## src/rtl/vga_timing_pkg.sv

```systemverilog
// Shared 640x480@60 timing constants and colour values for the VGA timing path.
// Pure declarations; no logic or latency. Colour bars optional via VGA_TEST_PATTERN_EN.
// No flow control involved.
package vga_timing_pkg;

  localparam int DEF_H_SYNC  = 96;
  localparam int DEF_H_BACK  = 48;
  localparam int DEF_H_DISP  = 640;
  localparam int DEF_H_FRONT = 16;
  localparam int DEF_V_SYNC  = 2;
  localparam int DEF_V_BACK  = 33;
  localparam int DEF_V_DISP  = 480;
  localparam int DEF_V_FRONT = 10;

  localparam int DEF_H_TOTAL = DEF_H_SYNC + DEF_H_BACK + DEF_H_DISP + DEF_H_FRONT;
  localparam int DEF_V_TOTAL = DEF_V_SYNC + DEF_V_BACK + DEF_V_DISP + DEF_V_FRONT;

  localparam logic [23:0] WHITE   = 24'hFFFFFF;
  localparam logic [23:0] BLACK   = 24'h000000;
  localparam logic [23:0] RED     = 24'hFF0000;
  localparam logic [23:0] GREEN   = 24'h00FF00;
  localparam logic [23:0] BLUE    = 24'h0000FF;
  localparam logic [23:0] YELLOW  = 24'hFFFF00;
  localparam logic [23:0] CYAN    = 24'h00FFFF;
  localparam logic [23:0] MAGENTA = 24'hFF00FF;

  // Standard SMPTE-like bar order, left to right.
  function automatic logic [23:0] bar_color(input logic [2:0] idx);
    case (idx)
      3'd0:    return WHITE;
      3'd1:    return YELLOW;
      3'd2:    return CYAN;
      3'd3:    return GREEN;
      3'd4:    return MAGENTA;
      3'd5:    return RED;
      3'd6:    return BLUE;
      default: return BLACK;
    endcase
  endfunction

endpackage

```

## src/rtl/vga_color_bar.sv

```systemverilog
// Eight-bar colour pattern indexed by active column; used only with VGA_TEST_PATTERN_EN.
// Latency: purely combinational.
// Backpressure: none.
module vga_color_bar
  import vga_timing_pkg::*;
#(
  parameter int BAR_W = DEF_H_DISP / 8
) (
  input  logic [9:0]  col,
  output logic [23:0] rgb
);

  localparam logic [9:0] BAR_W_L = 10'(BAR_W);

  logic [9:0] idx;

  always_comb begin
    idx = col / BAR_W_L;
    rgb = BLACK;
    if (idx < 10'd8) begin
      rgb = bar_color(idx[2:0]);
    end
  end

endmodule

```

## src/rtl/vga_timing_gen.sv

```systemverilog
// VGA h/v counters, active-low syncs, display window and pixel request; VGA_TEST_PATTERN_EN adds colour bars.
// Latency: coordinates requested one clock before the matching vga_de cycle; outputs decode counters combinationally.
// Backpressure: none; the pixel stage must return pixel_data the cycle after data_req.
module vga_timing_gen
  import vga_timing_pkg::*;
#(
  parameter int H_SYNC  = DEF_H_SYNC,
  parameter int H_BACK  = DEF_H_BACK,
  parameter int H_DISP  = DEF_H_DISP,
  parameter int H_FRONT = DEF_H_FRONT,
  parameter int V_SYNC  = DEF_V_SYNC,
  parameter int V_BACK  = DEF_V_BACK,
  parameter int V_DISP  = DEF_V_DISP,
  parameter int V_FRONT = DEF_V_FRONT
) (
  input  logic        vga_clk,
  input  logic        sys_rst,
  input  logic        pattern_en,
  input  logic [23:0] pixel_data,
  output logic [9:0]  pixel_xpos,
  output logic [9:0]  pixel_ypos,
  output logic        data_req,
  output logic        vga_hs,
  output logic        vga_vs,
  output logic        vga_de,
  output logic [23:0] vga_rgb
);

  localparam int H_TOTAL = H_SYNC + H_BACK + H_DISP + H_FRONT;
  localparam int V_TOTAL = V_SYNC + V_BACK + V_DISP + V_FRONT;

  localparam logic [9:0] H_LAST    = 10'(H_TOTAL - 1);
  localparam logic [9:0] V_LAST    = 10'(V_TOTAL - 1);
  localparam logic [9:0] H_SYNC_L  = 10'(H_SYNC);
  localparam logic [9:0] V_SYNC_L  = 10'(V_SYNC);
  localparam logic [9:0] H_ACT     = 10'(H_SYNC + H_BACK);
  localparam logic [9:0] H_ACT_END = 10'(H_SYNC + H_BACK + H_DISP);
  localparam logic [9:0] H_REQ     = 10'(H_SYNC + H_BACK - 1);
  localparam logic [9:0] H_REQ_END = 10'(H_SYNC + H_BACK + H_DISP - 1);
  localparam logic [9:0] V_ACT     = 10'(V_SYNC + V_BACK);
  localparam logic [9:0] V_ACT_END = 10'(V_SYNC + V_BACK + V_DISP);

  logic [9:0]  h_cnt_q, h_cnt_d;
  logic [9:0]  v_cnt_q, v_cnt_d;
  logic        v_act;
  logic [23:0] src_rgb;

  always_comb begin
    h_cnt_d = h_cnt_q + 10'd1;
    v_cnt_d = v_cnt_q;
    if (h_cnt_q == H_LAST) begin
      h_cnt_d = '0;
      v_cnt_d = (v_cnt_q == V_LAST) ? '0 : v_cnt_q + 10'd1;
    end
  end

  always_ff @(posedge vga_clk or posedge sys_rst) begin
    if (sys_rst) begin
      h_cnt_q <= '0;
      v_cnt_q <= '0;
    end else begin
      h_cnt_q <= h_cnt_d;
      v_cnt_q <= v_cnt_d;
    end
  end

  always_comb begin
    vga_hs   = (h_cnt_q >= H_SYNC_L);
    vga_vs   = (v_cnt_q >= V_SYNC_L);
    v_act    = (v_cnt_q >= V_ACT) && (v_cnt_q < V_ACT_END);
    vga_de   = v_act && (h_cnt_q >= H_ACT) && (h_cnt_q < H_ACT_END);
    // Request leads the display window by one clock so pixel_data lines up with vga_de.
    data_req = v_act && (h_cnt_q >= H_REQ) && (h_cnt_q < H_REQ_END);
    pixel_xpos = data_req ? (h_cnt_q - H_REQ) : '0;
    pixel_ypos = data_req ? (v_cnt_q - V_ACT) : '0;
  end

`ifdef VGA_TEST_PATTERN_EN
  logic [9:0]  active_col;
  logic [23:0] bar_rgb;

  assign active_col = h_cnt_q - H_ACT;

  vga_color_bar #(
    .BAR_W(H_DISP / 8)
  ) u_color_bar (
    .col(active_col),
    .rgb(bar_rgb)
  );

  assign src_rgb = pattern_en ? bar_rgb : pixel_data;
`else
  logic unused_pattern_en;

  assign unused_pattern_en = pattern_en;
  assign src_rgb           = pixel_data;
`endif

  assign vga_rgb = vga_de ? src_rgb : 24'h000000;

endmodule

```

## config.mk

```make
export PLATFORM = sky130hd
export DESIGN_NAME = vga_timing_gen
export DESIGN_NICKNAME = d
export VERILOG_FILES = /design/src/rtl/vga_timing_pkg.sv /design/src/rtl/vga_color_bar.sv /design/src/rtl/vga_timing_gen.sv
export SDC_FILE = /design/constraint.sdc
export NUM_CORES = 1
export LEC_CHECK = 0
export BUFFER_PORTS_ARGS = -buffer_cell sky130_fd_sc_hd__buf_4
export CAP_MARGIN = 20
export CORE_MARGIN = 4
export CORE_UTILIZATION = 47
export CTS_CLUSTER_SIZE = 28
export DETAILED_ROUTE_END_ITERATION = 12
export HOLD_SLACK_MARGIN = 0.03
export PLACE_DENSITY = 0.8
export SLEW_MARGIN = 10
export SYNTH_ARGS = -nofsm -noshare
export SYNTH_HDL_FRONTEND = slang
export SYNTH_SLANG_ARGS = --single-unit
```

## constraint.sdc

```tcl
create_clock -name vga_clk -period 3.11 [get_ports vga_clk]
set_clock_uncertainty 0.2 [all_clocks]
set_input_delay 0.311 -clock vga_clk [delete_from_list [all_inputs] [get_ports vga_clk]]
set_output_delay 0.311 -clock vga_clk [all_outputs]
set_load 0.02 [all_outputs]
```

Yosys cells after proc, flatten, opt, wreduce, memory -nomap -nowiden:

Cells that the tools add are included.

* add/subtract/negate cells: 4
* $lt $le $gt $ge: 8
* eq/ne operators: 2
* mux-type cells: 5
* reductions and logical operators: 5

Operator list (number)
* 10-bit 2-to-1 mux: 4
* 10-bit less-than comparator, second input constant: 3
* 24-bit 2-to-1 mux: 1
* 10-bit by 1-bit adder with 10-bit output, second input constant: 2
* 10-bit == test, second input constant: 2
* 10-bit by 8-bit greater-or-equal comparator with 1-bit output, second input constant: 2
* 10-bit by 2-bit greater-or-equal comparator with 1-bit output, second input constant: 1
* 10-bit by 6-bit greater-or-equal comparator with 1-bit output, second input constant: 1
* 10-bit by 7-bit greater-or-equal comparator with 1-bit output, second input constant: 1
* 10-bit by 6-bit subtractor with 10-bit output, second input constant: 1
* 10-bit by 8-bit subtractor with 10-bit output, second input constant: 1
* 1-bit logical AND: 5

* register bits: 20
* input port bits: 27
* output and inout bits: 48
* word-level logic and storage cells: 26

Longest topological paths before layout:

Gate-level depths: netlist (run 1).

* depth in word-level cells: 5
* gate-level depth with buffers: 7
* gate-level depth less buffers: 6

Worst setup path before layout (run 1):

OpenSTA, ideal clock, no wires.

* path kind: flip-flop to output port
* start: reg v_cnt_q[0]
* end: out vga_rgb[14]
* arrival time: 2146 ps
* required time: 2599 ps
* slack: 453 ps
* stages on the path, launching flop included: 8
* buffers on the path: 2
* cell sequence: dfrtp_1 > ha_1 > buf_1 > o41ai_2 > a21oi_1 > o221a_2 > clkbuf_1 > and2_1

* longest elaborated chain between the ends: 5
* elaborated cells between the ends (all ways): 6
* classes of those cells: order compare (2); mux (1); reduce/logical (3)

Ends and longest elaborated chain
* from (decl): RTL line vga_timing_gen.sv:44 `logic [9:0] v_cnt_q, v_cnt_d;`
* from (signal assigned): RTL line vga_timing_gen.sv:63 `v_cnt_q <= v_cnt_d;`
* 10-bit by 6-bit greater-or-equal comparator with 1-bit output / 10-bit less-than comparator (equally long branches): RTL line vga_timing_gen.sv:70 `v_act = (v_cnt_q >= V_ACT) && (v_cnt_q < V_ACT_END);`
* 1-bit logical AND (*): RTL line vga_timing_gen.sv:70
* 1-bit logical AND (*) (2 in a row): RTL line vga_timing_gen.sv:71 `vga_de = v_act && (h_cnt_q >= H_ACT) && (h_cnt_q < H_ACT_END);`
* named net vga_de: RTL line vga_timing_gen.sv:25 `output logic vga_de,`
* 24-bit 2-to-1 mux (*): RTL line vga_timing_gen.sv:99 `assign vga_rgb = vga_de ? src_rgb : 24'h000000;`
* to (decl): RTL line vga_timing_gen.sv:26 `output logic [23:0] vga_rgb`

Mark *: on every way through the listed nets, which the timed path passes. The rest lies on a longest branch.

Final worst setup path (run 1):

* start: reg h_cnt_q[6]
* end: out pixel_ypos[4]

* longest elaborated chain between the ends: 4
* elaborated cells between the ends (all ways): 5
* classes of those cells: order compare (2); mux (1); reduce/logical (2)

Ends and longest elaborated chain
* from (decl): RTL line vga_timing_gen.sv:43 `logic [9:0] h_cnt_q, h_cnt_d;`
* from (signal assigned): RTL line vga_timing_gen.sv:62 `h_cnt_q <= h_cnt_d;`
* 10-bit by 8-bit greater-or-equal comparator with 1-bit output: RTL line vga_timing_gen.sv:73 `data_req = v_act && (h_cnt_q >= H_REQ) && (h_cnt_q < H_REQ_END);`
* 1-bit logical AND: RTL line vga_timing_gen.sv:73
* 1-bit logical AND (*): RTL line vga_timing_gen.sv:73
* 10-bit 2-to-1 mux (*): RTL line vga_timing_gen.sv:75 `pixel_ypos = data_req ? (v_cnt_q - V_ACT) : '0;`
* to (decl): RTL line vga_timing_gen.sv:21 `output logic [9:0] pixel_ypos,`

Mark *: on every way between the ends. The rest lies on a longest branch, timed or not.

==> flow_summary.yaml, run 1 <==
timing:
  final_hold_viol_count: 0
  fin_crit_sh_pct: 96.9
  period_needed_ns: 3.01
  worst_pin_slew_ns: 0.790
  setup_viol: 0
  max-slew-margin-rel_pct: 47.3
  setup_tns_ns: 0
  max_freq_mhz: 332
  rsz0062_at_grt: "false"
  drv_slew: 0
floorplanning:
  fp.dieH_um: 67.5
  rows: 21
  coreArea_um2: 3390
  die-area_um2: 4560
  initial_core_util_pct: 49.1
  die_w_um: 67.5
  io-pin-count: 75
layout:
  n_antenna_cell: 0
  syn_to_final_growth_pct: 37.7
  nets: 306
  drive_above_1_share_pct: 33.1
  utilization_pct: 67.6
synthesis:
  syn_area_um2: 1660
  synth-edff-count: 0
  ys_warn_count: 0
  synthArstFlopShare_pct: 100
  post_synth_inst_count: 209
  ys_seq_area_share_pct: 30.1
  ys_ff_latch: 20
  synth_area_leaders: "dfrtp_1, and2_1, nor3_1"
  synth.avg_cell_area_um2: 7.96
  ys.flop_type: "dfrtp_1"
  yosysTopAreaCellShare_pct: 30.1
  synth_top_cell_by_area: "dfrtp_1"
  synth.distinct_cells: 44
  synth_nets: 241
pwr:
  leakagePower_nw: 1.15
  p_clk_share_pct: 29.8
  vdd_drop_max_v: 0.000200
  p_switching_mw: 0.0851
  seqPwrFrac_pct: 63.3
  powerDensity_nw_per_um2: 179
  sw_frac_of_total_pct: 20.7
  internal_power_mw: 0.326
  pwr-share-comb_pct: 7.0
critical_path:
  crit_required_ns: 2.60
  path_depth: 6
  critPathSlowestCell: "or3_2"
  reg2reg_depth: 5
  path_class: "reg2out"
  cp.arrival_ns: 2.50
  crit_family: "compound AO/OA/AOI/OAI gates"
  cp_num_buf_inv: 2
  path_max_fanout: 13
  max_stage_delay_ns: 0.57
  cp-end-kind: "output pin"
  cp-start-kind: "register"
  crit_chain: "or3_2 > o21ai_0 > o2bb2ai_1 > buf_12 > nor3_1 > buf_4"
clocking:
  clkLatencyLatePin_ns: 0.30
  ctsLongestPathBuffers: 2
  cts-root-buf: "clkbuf_4"
  cts.sinks: 20
  cts_setup_buffers: 0
  cts_tree: "built"
  cts_buffers: 3
  path_clk_slew_ns: 0.10
  h-tree-depth: 1
routing:
  ant_nets: 0
  wl_um: 4400
  drc: 0
  via_count: 1696
  route.detailed.wl_per_inst_um: 13.8
  vias_per_cell: 5.33
  first_pass_iters: 4
  drt_iter0_drc: 146
run_status:
  status: "completed"
global_route:
  grt_pass1_wl_um: 6820
  antenna_found_initial: 0
  grt_pass1_vias: 1480
  grt_max_degree: 26
  gr-total-overflow: 0
  grt_usage_pct: 19.5
place:
  place.gp.congestion: 0.856
  dp_hpwl_um: 3350
  portBuffers: 73
min_path:
  hp-class: "reg2reg"
  worstHoldPathCells: 1
job:
  maxCapViolations: 0
-- state kept, by name, summed over array words and instances (netlist names) --
name,cells
v_cnt_q,10
h_cnt_q,10
-- Yosys cell counts (3+ instances only) --
cell	number
nor3_1	25
and2_1	24
dfrtp_1	20
nor2_1	14
clkbuf_1	12
xnor2_1	12
inv_1	9
o21ai_0	8
nand2_1	7
nand3_1	7
xor2_1	7
a21oi_1	6
and3_1	6
ha_1	5
nand4_1	5
buf_1	3
buf_2	3
nor3b_1	3
nor4_1	3
-- worst reg2reg max path, stage by stage (launching register included) --
cell     delay (ns)
dfrtp_1        0.45
ha_1           0.25
nand4_1        0.19
or4_1          0.73
or4_1          0.57
o21ai_1        0.09
-- metrics by stage --
| stage | cell area (µm²) | setup slack [ns] | std cells | hold slack [ns] | power, mW |
|---|---|---|---|---|---|
| 3_3_place_gp | 2240 | 0.419 | 314 | 0.294 | 0.293 |
| 4_1_cts | 2270 | 0.0468 | 318 | 0.350 | 0.416 |
| 6_report | 2290 | 0.0964 | 318 | 0.350 | 0.411 |
| 5_1_grt | 2290 | 0.00578 | 318 | 0.395 | 0.431 |
| 2_1_floorplan | 1660 | 0.453 | 209 | 0.0748 | 0.269 |
| 3_5_place_dp | 2240 | 0.408 | 314 | 0.303 | 0.293 |
-- placed cells by master (no fill, tap or decap), types with 2 or more instances in the layout --
cell type / instances
a2111o_1: 2
a21o_1: 2
a21oi_1: 6
and2_1: 24
and3_1: 6
buf_4: 79
clkbuf_4: 3
dfrtp_1: 20
ha_1: 4
inv_1: 9
nand2_1: 7
nand3_1: 7
nand4_1: 5
nor2_1: 14
nor3_1: 25
nor3b_1: 3
nor4_1: 3
o21ai_0: 8
o22ai_1: 2
or4_1: 2
xnor2_1: 12
xor2_1: 7
-- final timing paths --
check / start / end / slack, ns
hold reg to reg: h_cnt_q[0] / h_cnt_q[0] / 0.35
min in group asynchronous: sys_rst / v_cnt_q[6] / 0.49
setup reg to reg: h_cnt_q[0] / v_cnt_q[8] / 0.57
setup / recovery: h_cnt_q[6] / pixel_ypos[4] / 0.1
max in group asynchronous: sys_rst / h_cnt_q[0] / 1.72
hold / removal: h_cnt_q[0] / h_cnt_q[0] / 0.35
-- layout make-up --
class,instances,area [µm²]
flip-flops and latches,20,500
clock buffers,3,22.5
inverters,9,33.8
fillers,286,1100
well taps,46,57.6
repair buffers,81,623
multi-input cells,159,1050
-- routing by layer --
layer / up-vias / wire length (µm) / track usage, % / share of wire, %
li1: 854 / - / - / -
met1: 801 / 1890 / 26.1 / 43
met2: 36 / 2290 / 31.6 / 52
met3: 5 / 177 / 3.49 / 4.0
met4: 0 / 41 / 6.58 / 0.93
met5: - / 0 / 0 / 0
-- power groups by stage --
stage,logic [mW],clock network (mW),registers [mW]
3_5_place_dp,0.0281,0,0.265
4_1_cts,0.0292,0.127,0.260
3_3_place_gp,0.0276,0,0.265
6_report,0.0286,0.122,0.260
5_1_grt,0.0318,0.140,0.260
2_1_floorplan,0.00412,0,0.265
-- timing repair --
| action | 4_1_cts | 5_1_grt |
|---|---|---|
| gates resized for setup | 0 | 3 |
| endpoints found under the hold margin | 20 | 0 |
| setup endpoints to repair | 0 | 33 |
| hold buffers | 1 | 0 |
-- cell families after synthesis --
family                     synth area share (%)
muxes                                      1.28
buffers and inverters                      7.97
AOI/OAI and AO/OA                          12.5
adders and majority gates                  3.76
xor gates and xnor gates                   10.0
and+or+nand+nor                            34.4
DFF                                        30.1
(Power assumes the default switching activity.)
==> inputs of run 2 (changes only) <==
- ABC_AREA: unset -> 1
- CORE_UTILIZATION: 47 -> 50
- PLACE_DENSITY: 0.8 -> 0.81
==> run 2 against run 1 <==
Final area rose by 12%. Synthesized area rose by 19%. Combinational power rose by 40%. Largest power group is now the clock network. Highest routed layer unchanged.
==> flow_summary.yaml, run 2 <==
run_status:
  status: "completed"
timing:
  max_freq_mhz: 363
  drv_slew: 0
  fin_crit_sh_pct: 88.7
  setup_tns_ns: 0
  final_hold_viol_count: 0
  max-slew-margin-rel_pct: 51.0
  setup_viol: 0
  layout_setup_ws_ns: 0.352
  rsz0062_at_grt: "false"
  period_needed_ns: 2.76
  worst_pin_slew_ns: 0.735
  timing.hold.ws_ns: 0.366
synthesis:
  syn_area_um2: 1980
  synth_area_leaders: "dfrtp_1, nand2_1, nor2_2"
  synthTopCellsByCount: "nand2_1, inv_1, nor2_1"
  synthArstFlopShare_pct: 100
  synth_top_cell_by_area: "dfrtp_1"
  ys_warn_count: 0
  ys.flop_type: "dfrtp_1"
  synth_nets: 326
  yosysTopAreaCellShare_pct: 25.2
  synth.avg_cell_area_um2: 6.75
  synth.distinct_cells: 27
  ys_seq_area_share_pct: 25.2
  synth_most_common_cell: "nand2_1"
  synth-edff-count: 0
  ys_ff_latch: 20
  post_synth_inst_count: 294
clocking:
  cts-root-buf: "clkbuf_8"
  path_clk_slew_ns: 0.08
  cts_tree: "built"
  ctsLongestPathBuffers: 2
  cts-resized-gates: 0
  clkLatencyLatePin_ns: 0.27
  cts.sinks: 20
  cts_buffers: 3
  h-tree-depth: 1
routing:
  vias_per_cell: 4.75
  wl_um: 4410
  first_pass_iters: 4
  via_count: 1949
  route.detailed.wl_per_inst_um: 10.8
  ant_nets: 0
  drc: 0
  drt_iter0_drc: 55
layout:
  reg_top3: "h_cnt_q (10), v_cnt_q (10)"
  syn_to_final_growth_pct: 29.5
  final_cell_mix: "buf_4, nand2_1, inv_1, nor2_1, nor2_2"
  final_common_cell: "buf_4"
  n_antenna_cell: 0
  drive_above_1_share_pct: 36.2
  utilization_pct: 68.6
  nets: 395
pwr:
  seqPwrFrac_pct: 46.2
  p_clk_share_pct: 46.7
  vdd_drop_max_v: 0.000277
  powerDensity_nw_per_um2: 219
  leakagePower_nw: 1.49
  p_switching_mw: 0.107
  sw_frac_of_total_pct: 19.1
  internal_power_mw: 0.455
  pwr-share-comb_pct: 7.1
floorplanning:
  fp.dieH_um: 71.0
  coreArea_um2: 3740
  io-pin-count: 75
  die-area_um2: 5040
  initial_core_util_pct: 53.0
  die_w_um: 71.0
  rows: 22
place:
  place.gp.congestion: 0.819
  dp_hpwl_um: 3440
  dp_slack_ns: 0.618
  portBuffers: 73
critical_path:
  crit_path_frequent_cell: "inv_1"
  crit_required_ns: 2.60
  max_stage_delay_ns: 0.46
  cp-end-kind: "output pin"
  critPathSlowestCell: "dfrtp_1"
  path_class: "reg2out"
  cp.arrival_ns: 2.25
  crit_chain: "ha_1 > inv_1 > nand3_1 > a21oi_2 > nor2_4 > nand2_2 > inv_1 > buf_4"
  path_max_fanout: 21
  cp-start-kind: "register"
global_route:
  antenna_found_initial: 0
  gr-total-overflow: 0
  grt_max_degree: 26
  grt_usage_pct: 17.5
  grt_pass1_wl_um: 7400
  grt_pass1_vias: 1649
min_path:
  hp-class: "reg2reg"
job:
  maxCapViolations: 0
-- run 2: final cells by class --
class	count	area, µm²
Tap cell	48	60.1
Clock buffer	3	41.3
Inverter	57	216
Sequential cell	20	500
Timing Repair Buffer	74	558
Clock inverter	1	30.0
Multi-Input combinational cell	207	1160
Fill cell	343	1170
-- run 2: repair_timing --
item,4_1_cts,5_1_grt
endpoints found under the hold margin,20,0
hold buffers,1,0
endpoints found under the setup margin,0,0
buffers inserted,0,0
-- run 2: worst max-delay path: cells and delay by family, from the launching register on --
| family | cells | cell delay (ns) |
|---|---|---|
| AO/OA/AOI/OAI | 1 | 0.20 |
| flip-flops | 1 | 0.46 |
| buffers and inverters | 3 | 0.40 |
| adder cells (fa/ha/maj) | 1 | 0.25 |
| AND/OR/NAND/NOR | 3 | 0.67 |
-- run 2: power groups by stage --
stage / clock (mW) / combinational, mW / sequential, mW
3_5_place_dp: 0 / 0.0394 / 0.265
4_1_cts: 0.265 / 0.0405 / 0.260
2_1_floorplan: 0 / 0.0142 / 0.265
5_1_grt: 0.275 / 0.0444 / 0.260
6_report: 0.262 / 0.0399 / 0.260
3_3_place_gp: 0 / 0.0387 / 0.265
-- run 2: path summary, 6_finish.rpt --
check | start | endpoint | slack (ns) | cells past startpoint
setup / recovery | v_cnt_q[0] | data_req | 0.35 | 8
hold / removal | h_cnt_q[0] | h_cnt_q[0] | 0.37 | 1
setup reg to reg | h_cnt_q[0] | v_cnt_q[1] | 1.22 | 9
hold reg to reg | h_cnt_q[0] | h_cnt_q[0] | 0.37 | 1
max in group asynchronous | sys_rst | h_cnt_q[5] | 1.70 | 3
min in group asynchronous | sys_rst | v_cnt_q[3] | 0.54 | 3
-- run 2: stage by stage --
step	std cells	total power, mW	cell area (µm²)
floorplan	294	0.279	1980
global placement	405	0.304	2490
detailed placement	405	0.304	2490
CTS	410	0.565	2570
global route	410	0.579	2570
finish	410	0.562	2570
-- run 2: logic make-up after synthesis --
kind of cell	share of synthesized area, %
and+or+nand+nor	43.9
adders and majority gates	3.15
DFF	25.2
buffers and inverters	16.2
xor gates and xnor gates	6.62
AOI/OAI and AO/OA	4.92
-- run 2: layer usage --
layer	up-vias	GRT usage, %	part of all wire (%)
li1	1019	-	-
met1	851	22.9	45
met2	74	29.4	45
met3	5	3.55	9.3
met4	0	4.38	1.1
met5	-	0	0
==> inputs of run 3 (changes only) <==
- CORE_UTILIZATION: 50 -> 40
- PLACE_DENSITY: 0.81 -> 0.67
- clock period: 3.11 -> 3.5 ns (I/O delays scaled with it)
==> run 3 against run 2 <==
Hold slack lost 0.34 ns. Critical endpoint is now pixel_ypos[9]. Critical path depth grew 1. First-iteration DRC count grew 85%. Combinational power shrank 12%. Largest cell class unchanged. Final area grew 0.54%. Sequential cell count is the same. Clock power shrank 12%. Via count shrank 0.51%. Routed wire length grew 3.6%. Sequential power shrank 11%. Total power shrank 12%. Clock-buffer cell count is the same.
==> flow_summary.yaml, run 3 (synthesis gave the netlist of run 2 again) <==
layout:
  syn_to_final_growth_pct: 30.2
  nets: 394
  final_common_cell: "buf_4"
  n_fill_cell: 484
  multi_input_area_um2: 1160
  utilization_pct: 54.3
  n_antenna_cell: 0
  reg_top3: "h_cnt_q (10), v_cnt_q (10)"
  drive_above_1_share_pct: 36.3
  final_cell_mix: "buf_4, nand2_1, inv_1, nor2_1, nor2_2"
  seq_area_um2: 500
timing:
  max_freq_mhz: 354
  drv_slew: 0
  fin_crit_sh_pct: 80.7
  setup_viol: 0
  setup_tns_ns: 0
  timing.hold.ws_ns: 0.0240
  layout_setup_ws_ns: 0.675
  max-slew-margin-rel_pct: 49.5
  period_needed_ns: 2.82
  worst_pin_slew_ns: 0.757
  rsz0062_at_grt: "false"
  final_hold_viol_count: 0
pwr:
  powerDensity_nw_per_um2: 192
  pwr-share-comb_pct: 7.1
  leakagePower_nw: 1.49
  seqPwrFrac_pct: 46.6
  internal_power_mw: 0.403
  sw_frac_of_total_pct: 18.7
  p_switching_mw: 0.0927
  vdd_drop_max_v: 0.000204
  p_clk_share_pct: 46.4
global_route:
  gr-total-overflow: 0
  grt_max_degree: 26
  antenna_found_initial: 0
  grt_usage_pct: 15.3
  grt_pass1_wl_um: 7810
  grt_pass1_vias: 1811
routing:
  ant_nets: 0
  wl_um: 4570
  via_count: 1939
  drc: 0
  vias_per_cell: 4.53
  route.detailed.wl_per_inst_um: 10.7
  drt_iter0_drc: 102
  first_pass_iters: 5
clocking:
  h-tree-depth: 1
  clkLatencyLatePin_ns: 0.26
  cts-resized-gates: 0
  cts_hold_buf: 0
  path_clk_slew_ns: 0.08
  ctsLongestPathBuffers: 2
  cts_buffers: 3
  cts_setup_buffers: 0
  cts.sinks: 20
  cts-root-buf: "clkbuf_8"
  cts_tree: "built"
place:
  dp_slack_ns: 0.909
  portBuffers: 73
  place.gp.congestion: 0.783
  dp_hpwl_um: 3620
critical_path:
  reg2reg_depth: 9
  rr_endpoint: "v_cnt_q[2]"
  reg2reg_slack_ns: 1.68
  cp.arrival_ns: 2.27
  path_max_fanout: 21
  startpoint: "v_cnt_q[0]"
  timing.rr.start: "h_cnt_q[0]"
  crit_required_ns: 2.95
  cp-start-kind: "register"
  path_class: "reg2out"
  cp-end-kind: "output pin"
floorplanning:
  die-area_um2: 6150
  fp.dieH_um: 78.4
  io-pin-count: 75
  coreArea_um2: 4750
  die_w_um: 78.4
  rows: 25
  initial_core_util_pct: 41.7
job:
  maxCapViolations: 0
run_status:
  status: "completed"
min_path:
  hp-class: "in2async"
-- run 3: worst max-delay path by stage --
stage / end / slack, ns / depth (start not counted)
floorplan: vga_rgb[10] / 1.43 / 9
global placement: pixel_ypos[9] / 0.96 / 9
detailed placement: pixel_ypos[9] / 0.91 / 9
CTS: pixel_ypos[9] / 0.61 / 9
global route: pixel_ypos[9] / 0.38 / 9
finish: pixel_ypos[9] / 0.68 / 9
-- run 3: final cells by class --
class | count | area share [%]
Tap cell | 67 | 3.25
Clock buffer | 3 | 1.60
Clock inverter | 1 | 1.16
Multi-Input combinational cell | 207 | 45.0
Timing Repair Buffer | 73 | 21.2
Inverter | 57 | 8.38
Sequential cell | 20 | 19.4
-- run 3: per-stage QoR --
stage	cell area, µm²	std cells	power (mW)
after global placement	2510	424	0.271
after CTS	2580	428	0.500
after global routing	2580	428	0.512
after floorplan	1980	294	0.248
final	2580	428	0.496
after detailed placement	2510	424	0.271
-- run 3: critical path, stage by stage, from the launching register on --
cell	delay, ns
dfrtp_1	0.46
ha_1	0.26
inv_1	0.14
nand3_1	0.10
nor2_1	0.10
nor2_1	0.07
nor2_4	0.14
nand2_2	0.36
nor2_1	0.22
buf_4	0.17
-- run 3: per-layer routing --
metal | vias up | share of wire [%] | track usage (%)
met1 | 843 | 44 | 19.0
met5 | - | 0 | 0
li1 | 1015 | - | -
met3 | 6 | 8.7 | 3.10
met2 | 75 | 46 | 27.0
met4 | 0 | 1.0 | 4.20
-- run 3: power by group through the flow --
| stage | Clock, mW | Combinational [mW] | Sequential [mW] |
|---|---|---|---|
| global placement | 0 | 0.0355 | 0.235 |
| detailed placement | 0 | 0.0359 | 0.235 |
| CTS | 0.234 | 0.0360 | 0.231 |
| finish | 0.230 | 0.0351 | 0.231 |
| floorplan | 0 | 0.0126 | 0.235 |
| global route | 0.242 | 0.0396 | 0.231 |
